File: src/rtl/spi_slave_if_if.sv
`timescale 1ns/1ps
`default_nettype none
// ============================================================================
//  Module      : spi_slave_if_if
//  Description : Bus bundle for the SPI slave endpoint. It carries the SPI
//                pins and the transmit/receive word handshake. When the
//                macro SPI_SLAVE_OVERRUN_EN is defined, the bundle also
//                carries rx_ack_i and overrun_o.
//  Revision    : 1.0 - initial release
// ============================================================================
interface spi_slave_if_if #(
    parameter int DW = 8
);
    logic          sclk_i;
    logic          ss_n_i;
    logic          mosi_i;
    logic          miso_o;
    logic          miso_oe_o;
    logic [DW-1:0] din_i;
    logic          load_i;
    logic          ready_o;
    logic [DW-1:0] dout_o;
    logic          rx_valid_o;
    logic          busy_o;
`ifdef SPI_SLAVE_OVERRUN_EN
    logic          rx_ack_i;
    logic          overrun_o;

    modport slave (
        input  sclk_i, ss_n_i, mosi_i, din_i, load_i, rx_ack_i,
        output miso_o, miso_oe_o, ready_o, dout_o, rx_valid_o, busy_o, overrun_o
    );
    modport master (
        output sclk_i, ss_n_i, mosi_i, din_i, load_i, rx_ack_i,
        input  miso_o, miso_oe_o, ready_o, dout_o, rx_valid_o, busy_o, overrun_o
    );
`else
    modport slave (
        input  sclk_i, ss_n_i, mosi_i, din_i, load_i,
        output miso_o, miso_oe_o, ready_o, dout_o, rx_valid_o, busy_o
    );
    modport master (
        output sclk_i, ss_n_i, mosi_i, din_i, load_i,
        input  miso_o, miso_oe_o, ready_o, dout_o, rx_valid_o, busy_o
    );
`endif
endinterface
`default_nettype wire

File: src/rtl/spi_slave_if.sv
`timescale 1ns/1ps
`default_nettype none
// ============================================================================
//  Module      : spi_slave_if
//  Description : SPI slave endpoint. The SPI pins are oversampled in the clk_i
//                domain. Receive data is shifted in MSB-first. Transmit words
//                come from a one-entry holding buffer that is filled through a
//                ready/load handshake.
//                Optional feature: SPI_SLAVE_OVERRUN_EN adds the sticky
//                overrun_o flag and the rx_ack_i consumer acknowledge.
//  Revision    : 1.0 - initial release
// ============================================================================
module spi_slave_if #(
    parameter int            DW         = 8,
    parameter bit            CPOL       = 1'b0,
    parameter bit            CPHA       = 1'b0,
    parameter logic [DW-1:0] DEFAULT_TX = {DW{1'b1}}
) (
    input  wire logic         clk_i,
    input  wire logic         reset_i,
    spi_slave_if_if.slave     bus
);
    localparam int            CW   = $clog2(DW);
    localparam logic [CW-1:0] LAST = CW'(DW - 1);

    typedef enum logic [0:0] {
        ST_IDLE   = 1'b0,
        ST_ACTIVE = 1'b1
    } state_t;

    state_t        state;
    state_t        state_next;

    logic          sclk_s1, sclk_s2, sclk_d;
    logic          ss_s1, ss_s2, ss_d;
    logic          mosi_s1, mosi_s2;

    logic [CW-1:0] bit_cnt;
    logic [DW-1:0] rx_shift;
    logic [DW-1:0] tx_shift;
    logic [DW-1:0] tx_buf;
    logic          buf_full;
    logic          skip_shift;   // CPHA=1: MSB already on miso, skip first leading edge
    logic          reload_pend;  // CPHA=0: reload at the trailing edge after the last sample
    logic [DW-1:0] dout;
    logic          rx_valid;

    logic          sclk_chg, lead_edge, trail_edge, sample_edge, shift_edge;
    logic          ss_fall, ss_rise;
    logic          frame_load, do_sample, do_shift, clr_skip, frame_done;
    logic [DW-1:0] rx_word;

    // Two-flop synchronizers plus one history flop on sclk and ss_n for edge detection
    always_ff @(posedge clk_i or negedge reset_i) begin
        if (!reset_i) begin
            sclk_s1 <= CPOL;
            sclk_s2 <= CPOL;
            sclk_d  <= CPOL;
            ss_s1   <= 1'b1;
            ss_s2   <= 1'b1;
            ss_d    <= 1'b1;
            mosi_s1 <= 1'b0;
            mosi_s2 <= 1'b0;
        end else begin
            sclk_s1 <= bus.sclk_i;
            sclk_s2 <= sclk_s1;
            sclk_d  <= sclk_s2;
            ss_s1   <= bus.ss_n_i;
            ss_s2   <= ss_s1;
            ss_d    <= ss_s2;
            mosi_s1 <= bus.mosi_i;
            mosi_s2 <= mosi_s1;
        end
    end

    assign sclk_chg    = sclk_s2 ^ sclk_d;
    assign lead_edge   = sclk_chg & (sclk_s2 != CPOL);
    assign trail_edge  = sclk_chg & (sclk_s2 == CPOL);
    assign sample_edge = CPHA ? trail_edge : lead_edge;
    assign shift_edge  = CPHA ? lead_edge  : trail_edge;
    assign ss_fall     = ss_d & ~ss_s2;
    assign ss_rise     = ~ss_d & ss_s2;
    assign rx_word     = {rx_shift[DW-2:0], mosi_s2};

    // FSM state register
    always_ff @(posedge clk_i or negedge reset_i) begin
        if (!reset_i) begin
            state <= ST_IDLE;
        end else begin
            state <= state_next;
        end
    end

    // Next state and per-cycle datapath strobes
    always_comb begin
        state_next = state;
        frame_load = 1'b0;
        do_sample  = 1'b0;
        do_shift   = 1'b0;
        clr_skip   = 1'b0;
        frame_done = 1'b0;
        case (state)
            ST_IDLE: begin
                if (ss_fall) begin
                    state_next = ST_ACTIVE;
                    frame_load = 1'b1;
                end
            end
            ST_ACTIVE: begin
                if (ss_rise) begin
                    state_next = ST_IDLE;
                end else begin
                    if (sample_edge) begin
                        do_sample  = 1'b1;
                        frame_done = (bit_cnt == LAST);
                    end
                    if (shift_edge) begin
                        if (!CPHA && reload_pend) begin
                            frame_load = 1'b1;
                        end else if (CPHA && skip_shift) begin
                            clr_skip = 1'b1;
                        end else begin
                            do_shift = 1'b1;
                        end
                    end
                    if (CPHA && frame_done) begin
                        frame_load = 1'b1;
                    end
                end
            end
            default: state_next = ST_IDLE;
        endcase
    end

    // Shift registers, bit counter, received word and transmit holding buffer
    always_ff @(posedge clk_i or negedge reset_i) begin
        if (!reset_i) begin
            bit_cnt     <= '0;
            rx_shift    <= '0;
            tx_shift    <= '0;
            tx_buf      <= '0;
            buf_full    <= 1'b0;
            skip_shift  <= 1'b0;
            reload_pend <= 1'b0;
            dout        <= '0;
            rx_valid    <= 1'b0;
        end else begin
            rx_valid <= 1'b0;
            // A deselected partial frame is discarded by clearing the counter here
            if (state == ST_IDLE) begin
                bit_cnt     <= '0;
                reload_pend <= 1'b0;
            end
            if (do_sample) begin
                rx_shift <= rx_word;
                if (frame_done) begin
                    bit_cnt     <= '0;
                    dout        <= rx_word;
                    rx_valid    <= 1'b1;
                    reload_pend <= ~CPHA;
                end else begin
                    bit_cnt <= bit_cnt + 1'b1;
                end
            end
            if (frame_load) begin
                tx_shift    <= buf_full ? tx_buf : DEFAULT_TX;
                skip_shift  <= 1'b1;
                reload_pend <= 1'b0;
            end else if (do_shift) begin
                tx_shift <= {tx_shift[DW-2:0], 1'b0};
            end
            if (clr_skip) begin
                skip_shift <= 1'b0;
            end
            if (frame_load && buf_full) begin
                buf_full <= 1'b0;
            end
            // Uses the pre-edge buffer state, so a load colliding with a reload of
            // a full buffer is dropped, while one colliding with an empty reload is kept
            if (bus.load_i && !buf_full) begin
                tx_buf   <= bus.din_i;
                buf_full <= 1'b1;
            end
        end
    end

`ifdef SPI_SLAVE_OVERRUN_EN
    logic word_pend;
    logic overrun;

    // Unconsumed-word tracking and sticky overrun status
    always_ff @(posedge clk_i or negedge reset_i) begin
        if (!reset_i) begin
            word_pend <= 1'b0;
            overrun   <= 1'b0;
        end else begin
            if (frame_done) begin
                word_pend <= 1'b1;
            end else if (bus.rx_ack_i) begin
                word_pend <= 1'b0;
            end
            if (bus.rx_ack_i && !word_pend) begin
                overrun <= 1'b0;
            end
            if ((frame_done && word_pend && !bus.rx_ack_i) ||
                (frame_load && !buf_full && !ss_s2)) begin
                overrun <= 1'b1;
            end
        end
    end

    assign bus.overrun_o = overrun;
`endif

    assign bus.miso_oe_o  = (state == ST_ACTIVE);
    assign bus.miso_o     = (state == ST_ACTIVE) ? tx_shift[DW-1] : 1'b0;
    assign bus.ready_o    = ~buf_full;
    assign bus.dout_o     = dout;
    assign bus.rx_valid_o = rx_valid;
    assign bus.busy_o     = (state == ST_ACTIVE) && (bit_cnt != '0);

endmodule
`default_nettype wire

File: src/flat_wrapper.sv
// flat-port wrapper written by rule: the top's interface ports become plain ports
module spi_slave_if_flat 
#(
    parameter int            DW         = 8,
    parameter bit            CPOL       = 1'b0,
    parameter bit            CPHA       = 1'b0,
    parameter logic [DW-1:0] DEFAULT_TX = {DW{1'b1}}
)
  (clk_i, reset_i, bus_sclk_i, bus_ss_n_i, bus_mosi_i, bus_din_i, bus_load_i, bus_miso_o, bus_miso_oe_o, bus_ready_o, bus_dout_o, bus_rx_valid_o, bus_busy_o);
  spi_slave_if_if #(.DW(DW)) bus_i ();
  input  wire logic clk_i;
  input  wire logic reset_i;
  input wire logic [$bits(bus_i.sclk_i)-1:0] bus_sclk_i;
  input wire logic [$bits(bus_i.ss_n_i)-1:0] bus_ss_n_i;
  input wire logic [$bits(bus_i.mosi_i)-1:0] bus_mosi_i;
  input wire logic [$bits(bus_i.din_i)-1:0] bus_din_i;
  input wire logic [$bits(bus_i.load_i)-1:0] bus_load_i;
  output wire logic [$bits(bus_i.miso_o)-1:0] bus_miso_o;
  output wire logic [$bits(bus_i.miso_oe_o)-1:0] bus_miso_oe_o;
  output wire logic [$bits(bus_i.ready_o)-1:0] bus_ready_o;
  output wire logic [$bits(bus_i.dout_o)-1:0] bus_dout_o;
  output wire logic [$bits(bus_i.rx_valid_o)-1:0] bus_rx_valid_o;
  output wire logic [$bits(bus_i.busy_o)-1:0] bus_busy_o;
  assign bus_i.sclk_i = bus_sclk_i;
  assign bus_i.ss_n_i = bus_ss_n_i;
  assign bus_i.mosi_i = bus_mosi_i;
  assign bus_i.din_i = bus_din_i;
  assign bus_i.load_i = bus_load_i;
  assign bus_miso_o = bus_i.miso_o;
  assign bus_miso_oe_o = bus_i.miso_oe_o;
  assign bus_ready_o = bus_i.ready_o;
  assign bus_dout_o = bus_i.dout_o;
  assign bus_rx_valid_o = bus_i.rx_valid_o;
  assign bus_busy_o = bus_i.busy_o;
  spi_slave_if #(.DW(DW), .CPOL(CPOL), .CPHA(CPHA), .DEFAULT_TX(DEFAULT_TX)) u_core (.clk_i(clk_i), .reset_i(reset_i), .bus(bus_i));
endmodule
File: config.mk
export PLATFORM = sky130hd
export DESIGN_NAME = spi_slave_if_flat
export DESIGN_NICKNAME = d
export VERILOG_FILES = /design/src/rtl/spi_slave_if_if.sv /design/src/rtl/spi_slave_if.sv /design/src/flat_wrapper.sv
export SDC_FILE = /design/constraint.sdc
export NUM_CORES = 1
export LEC_CHECK = 0
export ABC_AREA = 1
export BUFFER_PORTS_ARGS = -buffer_cell sky130_fd_sc_hd__buf_2
export CAP_MARGIN = 10
export CORE_MARGIN = 5
export CORE_UTILIZATION = 31
export CTS_CLUSTER_DIAMETER = 50
export DETAILED_ROUTE_END_ITERATION = 10
export PLACE_DENSITY = 0.55
export SETUP_SLACK_MARGIN = 0.4
export SLEW_MARGIN = 10
export SYNTH_ARGS = -nofsm -noshare
export SYNTH_HDL_FRONTEND = slang
export SYNTH_SLANG_ARGS = --single-unit
File: constraint.sdc
create_clock -name clk_i -period 1.8 [get_ports clk_i]
set_input_delay 0.54 -clock clk_i [delete_from_list [all_inputs] [get_ports clk_i]]
set_output_delay 0.54 -clock clk_i [all_outputs]
set_load 0.005 [all_outputs]
==> impl_metrics.tcl, run 1 <==
set metrics [dict create \
    syn_nets 215 \
    crit_type "reg2out" \
    finalHoldViolCount 0 \
    dp_hpwl_um 2570 \
    cts.sinks 46 \
    synth_compound_area_frac 0.0820 \
    grt_pass1_wl_um 7000 \
    setup.worst_path.start "u_core.bit_cnt[0]" \
    r2r_slack_ps 180 \
    synthDominantAreaCellType "dfrtp_1" \
    cp_cell_sequence "inv_2 > ha_4 > a21oi_2 > buf_2" \
    syn_inst 198 \
    synthXorXnorAreaFrac 0 \
    synth_top_family_by_area "simple AND/OR/NAND/NOR gates" \
    ys_types 25 \
    core-area_sq_um 6350 \
    io_pins 27 \
    ys_seq_elements 46 \
    drv_cap 0 \
    layout-drive-gt1-share 0.453 \
    place_area_sq_um 2220 \
    syn2layout_area_growth_pct 33.4 \
    status "finished clean" \
    rsz0062_at_grt "true" \
    critPathLaunchType "flop" \
    grt_usage 0.103 \
    setup_violations 0 \
    first_pass_iters 4 \
    die_area_sq_um 8210 \
    cts_max_path_buffers 2 \
    combPwrFrac 0.267 \
    yosysTopAreaCellShare 0.534 \
    nFillCells 593 \
    final_nets 272 \
    wl_per_cell_um 12.0 \
    power_leakage_nw 1.34 \
    cts-htree-levels 2 \
    fp.dieW_um 90.6 \
    critical-path-max-stage-delay_ps 380 \
    finalCriticalPeriod_ps 1640 \
    start_util 0.317 \
    setup_tns_ps 0 \
    place_inst 298 \
    final_cells 333 \
    grt_pass1_vias 1522 \
    crit_arrival_ps 1100 \
    drc_errors 0 \
    regToRegStartpoint "u_core.bit_cnt[0]" \
    r2r_cells 11 \
    root_buffer "clkbuf_8" \
    ys_warn_count 0 \
    synthMuxAreaShare 0.0280 \
    slew_viol_final 0 \
    port_buffers 26 \
    crit_path_top_delay_cell "dfrtp_1" \
    p_int_mw 2.10 \
    hp-class "in2async" \
    grt_max_degree 47 \
    cts_made_buffers 5 \
    drtIter0Drc 87 \
    gp_congestion 0.808 \
    fp.dieH_um 90.6 \
    power_frac_clock 0.251 \
    ctsHoldBuffers 0 \
    fin_worst_skew_ps 10.2 \
    wirelength_um 3990 \
    max_freq_ghz 0.608 \
    crit_path_end_kind "output pin" \
    crit_required_ps 1260 \
    antenna_found_initial 0 \
    std_cell_rows 29 \
    swShare 0.300 \
    stdcell_area_sq_um 2690 \
    synth-seq-area-share 0.574 \
    synth_area_per_cell_sq_um 10.2 \
    p_per_area_nw_per_um2 1120 \
    synth_area_sq_um 2010 \
    synth_top_cells_by_area "dfrtp_1 (53%), nand2_1 (9.9%), nand3_1 (4.5%)" \
    path_clk_slew_ps 90 \
    r2r-end "u_core.bit_cnt[0]" \
    synth_fa_ha_area_frac 0.0186 \
    netSwitchingPower_uw 901 \
    period_share 0.913 \
    ant_nets 0 \
    p_seq_frac 0.482 \
    clk_latency_ps 300 \
    grt_overflow_total 0 \
    vias 1456 \
    vias_per_cell 4.37 \
    worstMarginPinSlew_ps 242 \
    cp_max_fo 2 \
    max_slew_margin 0.838 \
    cts_tree "built" \
    peakVddDrop_mv 0.658 \
    antenna_cells 0 \
    synth_simple_gate_area_frac 0.236 \
]
cells in the final DEF, fill, tap and decap left out, types with 2 or more instances in the layout:
cell type  Yosys  routed
a21oi_1        5       4
nand2_8        0       3
dfstp_2        3       3
clkinv_2       0       3
inv_1         19      14
dfrtp_1       43      42
inv_4          0       2
o21ai_2        6       7
buf_2          1      25
ha_4           0       2
nand2_1       53      47
o21ai_0       11       5
mux2_2         5       5
clkbuf_8       0       5
inv_2          3       4
buf_6          1       5
o21ai_1        0       5
a21oi_4        2       2
nor2_1         5       5
nand2_2        4       9
nand3_1       18      17
buf_4          1      20
nor2_4         2       2
nand2_4        4       3
or2_2          4       4
worst max-delay path by stage:
stage          slack [ps]  cells past startpoint              endpoint
2_1_floorplan         460                      8  u_core.bus.dout_o[6]
3_3_place_gp          240                      8  u_core.bus.dout_o[0]
3_5_place_dp          250                      8  u_core.bus.dout_o[7]
4_1_cts               140                      4            bus_busy_o
5_1_grt               100                      4            bus_busy_o
6_report              160                      4            bus_busy_o
metal layers:
layer | global-route usage | share of wire | vias to the layer above
li1 | - | - | 748
met1 | 0.136 | 0.47 | 681
met2 | 0.162 | 0.49 | 22
met3 | 0.0258 | 0.031 | 5
met4 | 0.0409 | 0.011 | 0
met5 | 0 | 0 | -
what timing repair did:
action                     in CTS  in global routing
gates resized for setup        18                 26
pin swaps                       4                  3
gates cloned                    1                  1
setup endpoints to repair      22                 36
setup buffers                  19                  6
hold endpoints to repair        0                  0
flip-flops by register name, summed over array words and instances (netlist names):
signal / cells
u_core.mosi_s2: 1
u_core.sclk_s2: 1
u_core.bus.miso_oe_o: 1
u_core.bus.dout_o: 8
u_core.ss_d: 1
u_core.ss_s2: 1
u_core.bit_cnt: 3
u_core.rx_shift: 7
u_core.mosi_s1: 1
u_core.tx_buf: 8
u_core.sclk_d: 1
u_core.reload_pend: 1
u_core.buf_full: 1
u_core.sclk_s1: 1
u_core.tx_shift: 8
u_core.bus.rx_valid_o: 1
u_core.ss_s1: 1
cell type report:
type | count | area (sq um) | area share
Clock buffer | 5 | 68.8 | 0.0256
Clock inverter | 3 | 40.0 | 0.0149
Inverter | 23 | 105 | 0.0391
Multi-Input combinational cell | 126 | 828 | 0.308
Sequential cell | 46 | 1160 | 0.430
Tap cell | 77 | 96.3 | 0.0359
Timing Repair Buffer | 53 | 392 | 0.146
through the flow:
stage                     setup slack [ps]  total power, mW  hold slack, ps  utilization
after floorplan                        465             1.91             244            -
after global placement                 238             2.11             335        0.350
after detailed placement               253             2.11             336        0.350
after CTS                              136             2.99             208        0.400
after global routing                  98.8             3.22             218        0.423
final                                  157             3.00             203        0.423
cells in the mapped netlist:
library cell / instances
nand2_1: 53
dfrtp_1: 43
inv_1: 19
nand3_1: 18
o21ai_0: 11
o21ai_2: 6
a21oi_1: 5
mux2_2: 5
nor2_1: 5
nand2_2: 4
nand2_4: 4
or2_2: 4
dfstp_2: 3
ha_1: 3
inv_2: 3
a21oi_4: 2
nor2_4: 2
buf_2: 1
buf_4: 1
buf_6: 1
buf_8: 1
clkinv_1: 1
nand3_4: 1
nand3b_2: 1
nor2_8: 1
power by group through the flow:
stage | clock [mW] | combinational (mW) | sequential, mW
2_1_floorplan | 0 | 0.498 | 1.41
3_3_place_gp | 0 | 0.643 | 1.46
3_5_place_dp | 0 | 0.649 | 1.46
4_1_cts | 0.782 | 0.765 | 1.44
5_1_grt | 0.826 | 0.918 | 1.48
6_report | 0.752 | 0.801 | 1.45
critical path: cells and delay by family, from the launching register on:
family | cells | cell delay (ps)
flops | 1 | 380
buf+inv | 2 | 180
fa+ha+maj | 1 | 150
compound gates | 1 | 100
cells by family (layout without fill, tap and decap cells):
kind of cell               count (synthesis)  count (layout)
AOI/OAI and AO/OA                         24              24
adders and majority gates                  3               3
buffers and inverters                     27              84
DFF                                       46              46
muxes                                      5               5
and+or+nand+nor                           93              94
No activity file was read; power rests on OpenSTA's default activity.
==> run 2, diff against run 1 <==
Settings changed: CORE_UTILIZATION 31 to 50, PLACE_DENSITY 0.55 to 0.78.
==> run 2 against run 1 <==
Die area shrank 34%. Clock skew shrank 4.1 ps. Sequential power is essentially flat. Wire length shrank 1.2%. Total power shrank 5.0%. Sequential share of layout area grew 4.2 points. Worst hold slack gained 30 ps.
==> impl_metrics.tcl, run 2 (synthesized netlist as in run 1, its figures left out) <==
set metrics [dict create \
    r2r_cells 7 \
    final_core_util 0.620 \
    max_freq_ghz 0.610 \
    dp_hpwl_um 2520 \
    grt_usage 0.167 \
    worstMarginPinSlew_ps 582 \
    p_per_area_nw_per_um2 1160 \
    cts_made_buffers 5 \
    die_area_sq_um 5400 \
    ant_nets 0 \
    cts_max_path_buffers 2 \
    gp_congestion 0.807 \
    fp.dieH_um 73.5 \
    setup_tns_ps 0 \
    first_pass_iters 4 \
    crit_path_end_kind "output pin" \
    slew_viol_final 0 \
    start_util 0.511 \
    final_nets 256 \
    io_pins 27 \
    fp.dieW_um 73.5 \
    path_clk_slew_ps 80 \
    period_share 0.910 \
    peakVddDrop_mv 0.866 \
    fin_worst_skew_ps 6.14 \
    drc_errors 0 \
    r2r-end "u_core.tx_shift[2]" \
    vias 1413 \
    core-area_sq_um 3940 \
    grt_overflow_total 0 \
    antenna_cells 0 \
    crit_required_ps 1260 \
    root_buffer "clkbuf_8" \
    finalHoldViolCount 0 \
    status "finished clean" \
    drv_cap 0 \
    grt_pass1_wl_um 6760 \
    antenna_found_initial 0 \
    cts-htree-levels 2 \
    cts_tree "built" \
    cp_max_fo 3 \
    crit_path_top_delay_cell "dfrtp_1" \
    crit_type "reg2out" \
    setup.worst_path.start "u_core.bit_cnt[0]" \
    drtIter0Drc 74 \
    max_slew_margin 0.612 \
    grt_pass1_vias 1485 \
    critical-path-max-stage-delay_ps 370 \
    finalCriticalPeriod_ps 1640 \
    critPathLaunchType "flop" \
    setup_violations 0 \
    hp-class "in2async" \
    std_cell_rows 23 \
    power_leakage_nw 1.26 \
    nFillCells 316 \
    crit_arrival_ps 1100 \
    regToRegStartpoint "u_core.ss_s2" \
    layout_common_cells "nand2_1 (52), dfrtp_1 (42), buf_2 (25)" \
    wl_per_cell_um 13.6 \
    r2r_slack_ps 340 \
    vias_per_cell 4.87 \
    syn2layout_area_growth_pct 21.5 \
    clk_latency_ps 300 \
    layout_commonest_cell "nand2_1" \
    wirelength_um 3940 \
    layout-drive-gt1-share 0.375 \
    rsz0062_at_grt "true" \
    cp_cell_sequence "inv_2 > ha_4 > a21oi_2 > buf_2" \
    port_buffers 26 \
    cts.sinks 46 \
    grt_max_degree 26 \
]
run 2: changes by cell type in the layout (fill, tap and decap cells not counted), sizes merged:
cell / before / now
clkbuf: 6 / 8
clkinv: 3 / 2
bufinv: 1 / 0
buf: 52 / 36
run 2: cell type report:
cell class | instances | area, sq um | share of cell area
Clock buffer | 7 | 86.3 | 0.0353
Sequential cell | 46 | 1160 | 0.473
Timing Repair Buffer | 37 | 256 | 0.105
Multi-Input combinational cell | 126 | 788 | 0.322
Tap cell | 50 | 62.6 | 0.0256
Clock inverter | 1 | 5.00 | 0.00205
Inverter | 23 | 91.3 | 0.0373
run 2: metrics by stage:
step / std cells / power [mW] / hold slack (ps) / setup slack [ps] / cell area [sq um]
2_1_floorplan: 198 / 1.91 / 244 / 465 / 2010
3_3_place_gp: 272 / 2.08 / 333 / 289 / 2190
3_5_place_dp: 272 / 2.10 / 336 / 272 / 2190
4_1_cts: 288 / 2.80 / 237 / 135 / 2390
5_1_grt: 290 / 3.06 / 273 / 101 / 2450
6_report: 290 / 2.85 / 232 / 162 / 2450
run 2: critical path, delay by kind of cell (launching register included):
family	cells	cell delay (ps)
buffers and inverters	2	170
adders and majority gates	1	160
AOI/OAI and AO/OA	1	90
DFF	1	370
run 2: routing by layer:
metal  GRT usage  part of all wire  vias to the layer above
met2       0.266              0.51                       40
met3      0.0410             0.038                        5
met4      0.0785             0.020                        0
met5           0                 0                        -
met1       0.214              0.43                      653
li1            -                 -                      715
run 2: what timing repair did:
action / 4_1_cts / 5_1_grt
resized for setup: 11 / 7
gates cloned: 1 / 1
endpoints found under the setup margin: 22 / 39
hold buffers: 0 / 0
buffers inserted: 7 / 1
pin swaps: 4 / 2
run 2: worst max-delay path by stage:
stage | to | slack (ps) | depth (start not counted)
after global placement | u_core.bus.dout_o[0] | 290 | 8
after global routing | bus_busy_o | 100 | 4
final | bus_busy_o | 160 | 4
after CTS | bus_busy_o | 140 | 4
after detailed placement | u_core.bus.dout_o[7] | 270 | 8
after floorplan | u_core.bus.dout_o[6] | 460 | 8
run 2: power breakdown:
group | switching, mW | total, mW | internal [mW]
clock | 0.332 | 0.642 | 0.310
combinational | 0.412 | 0.769 | 0.357
sequential | 0.138 | 1.44 | 1.30
total | 0.883 | 2.85 | 1.96
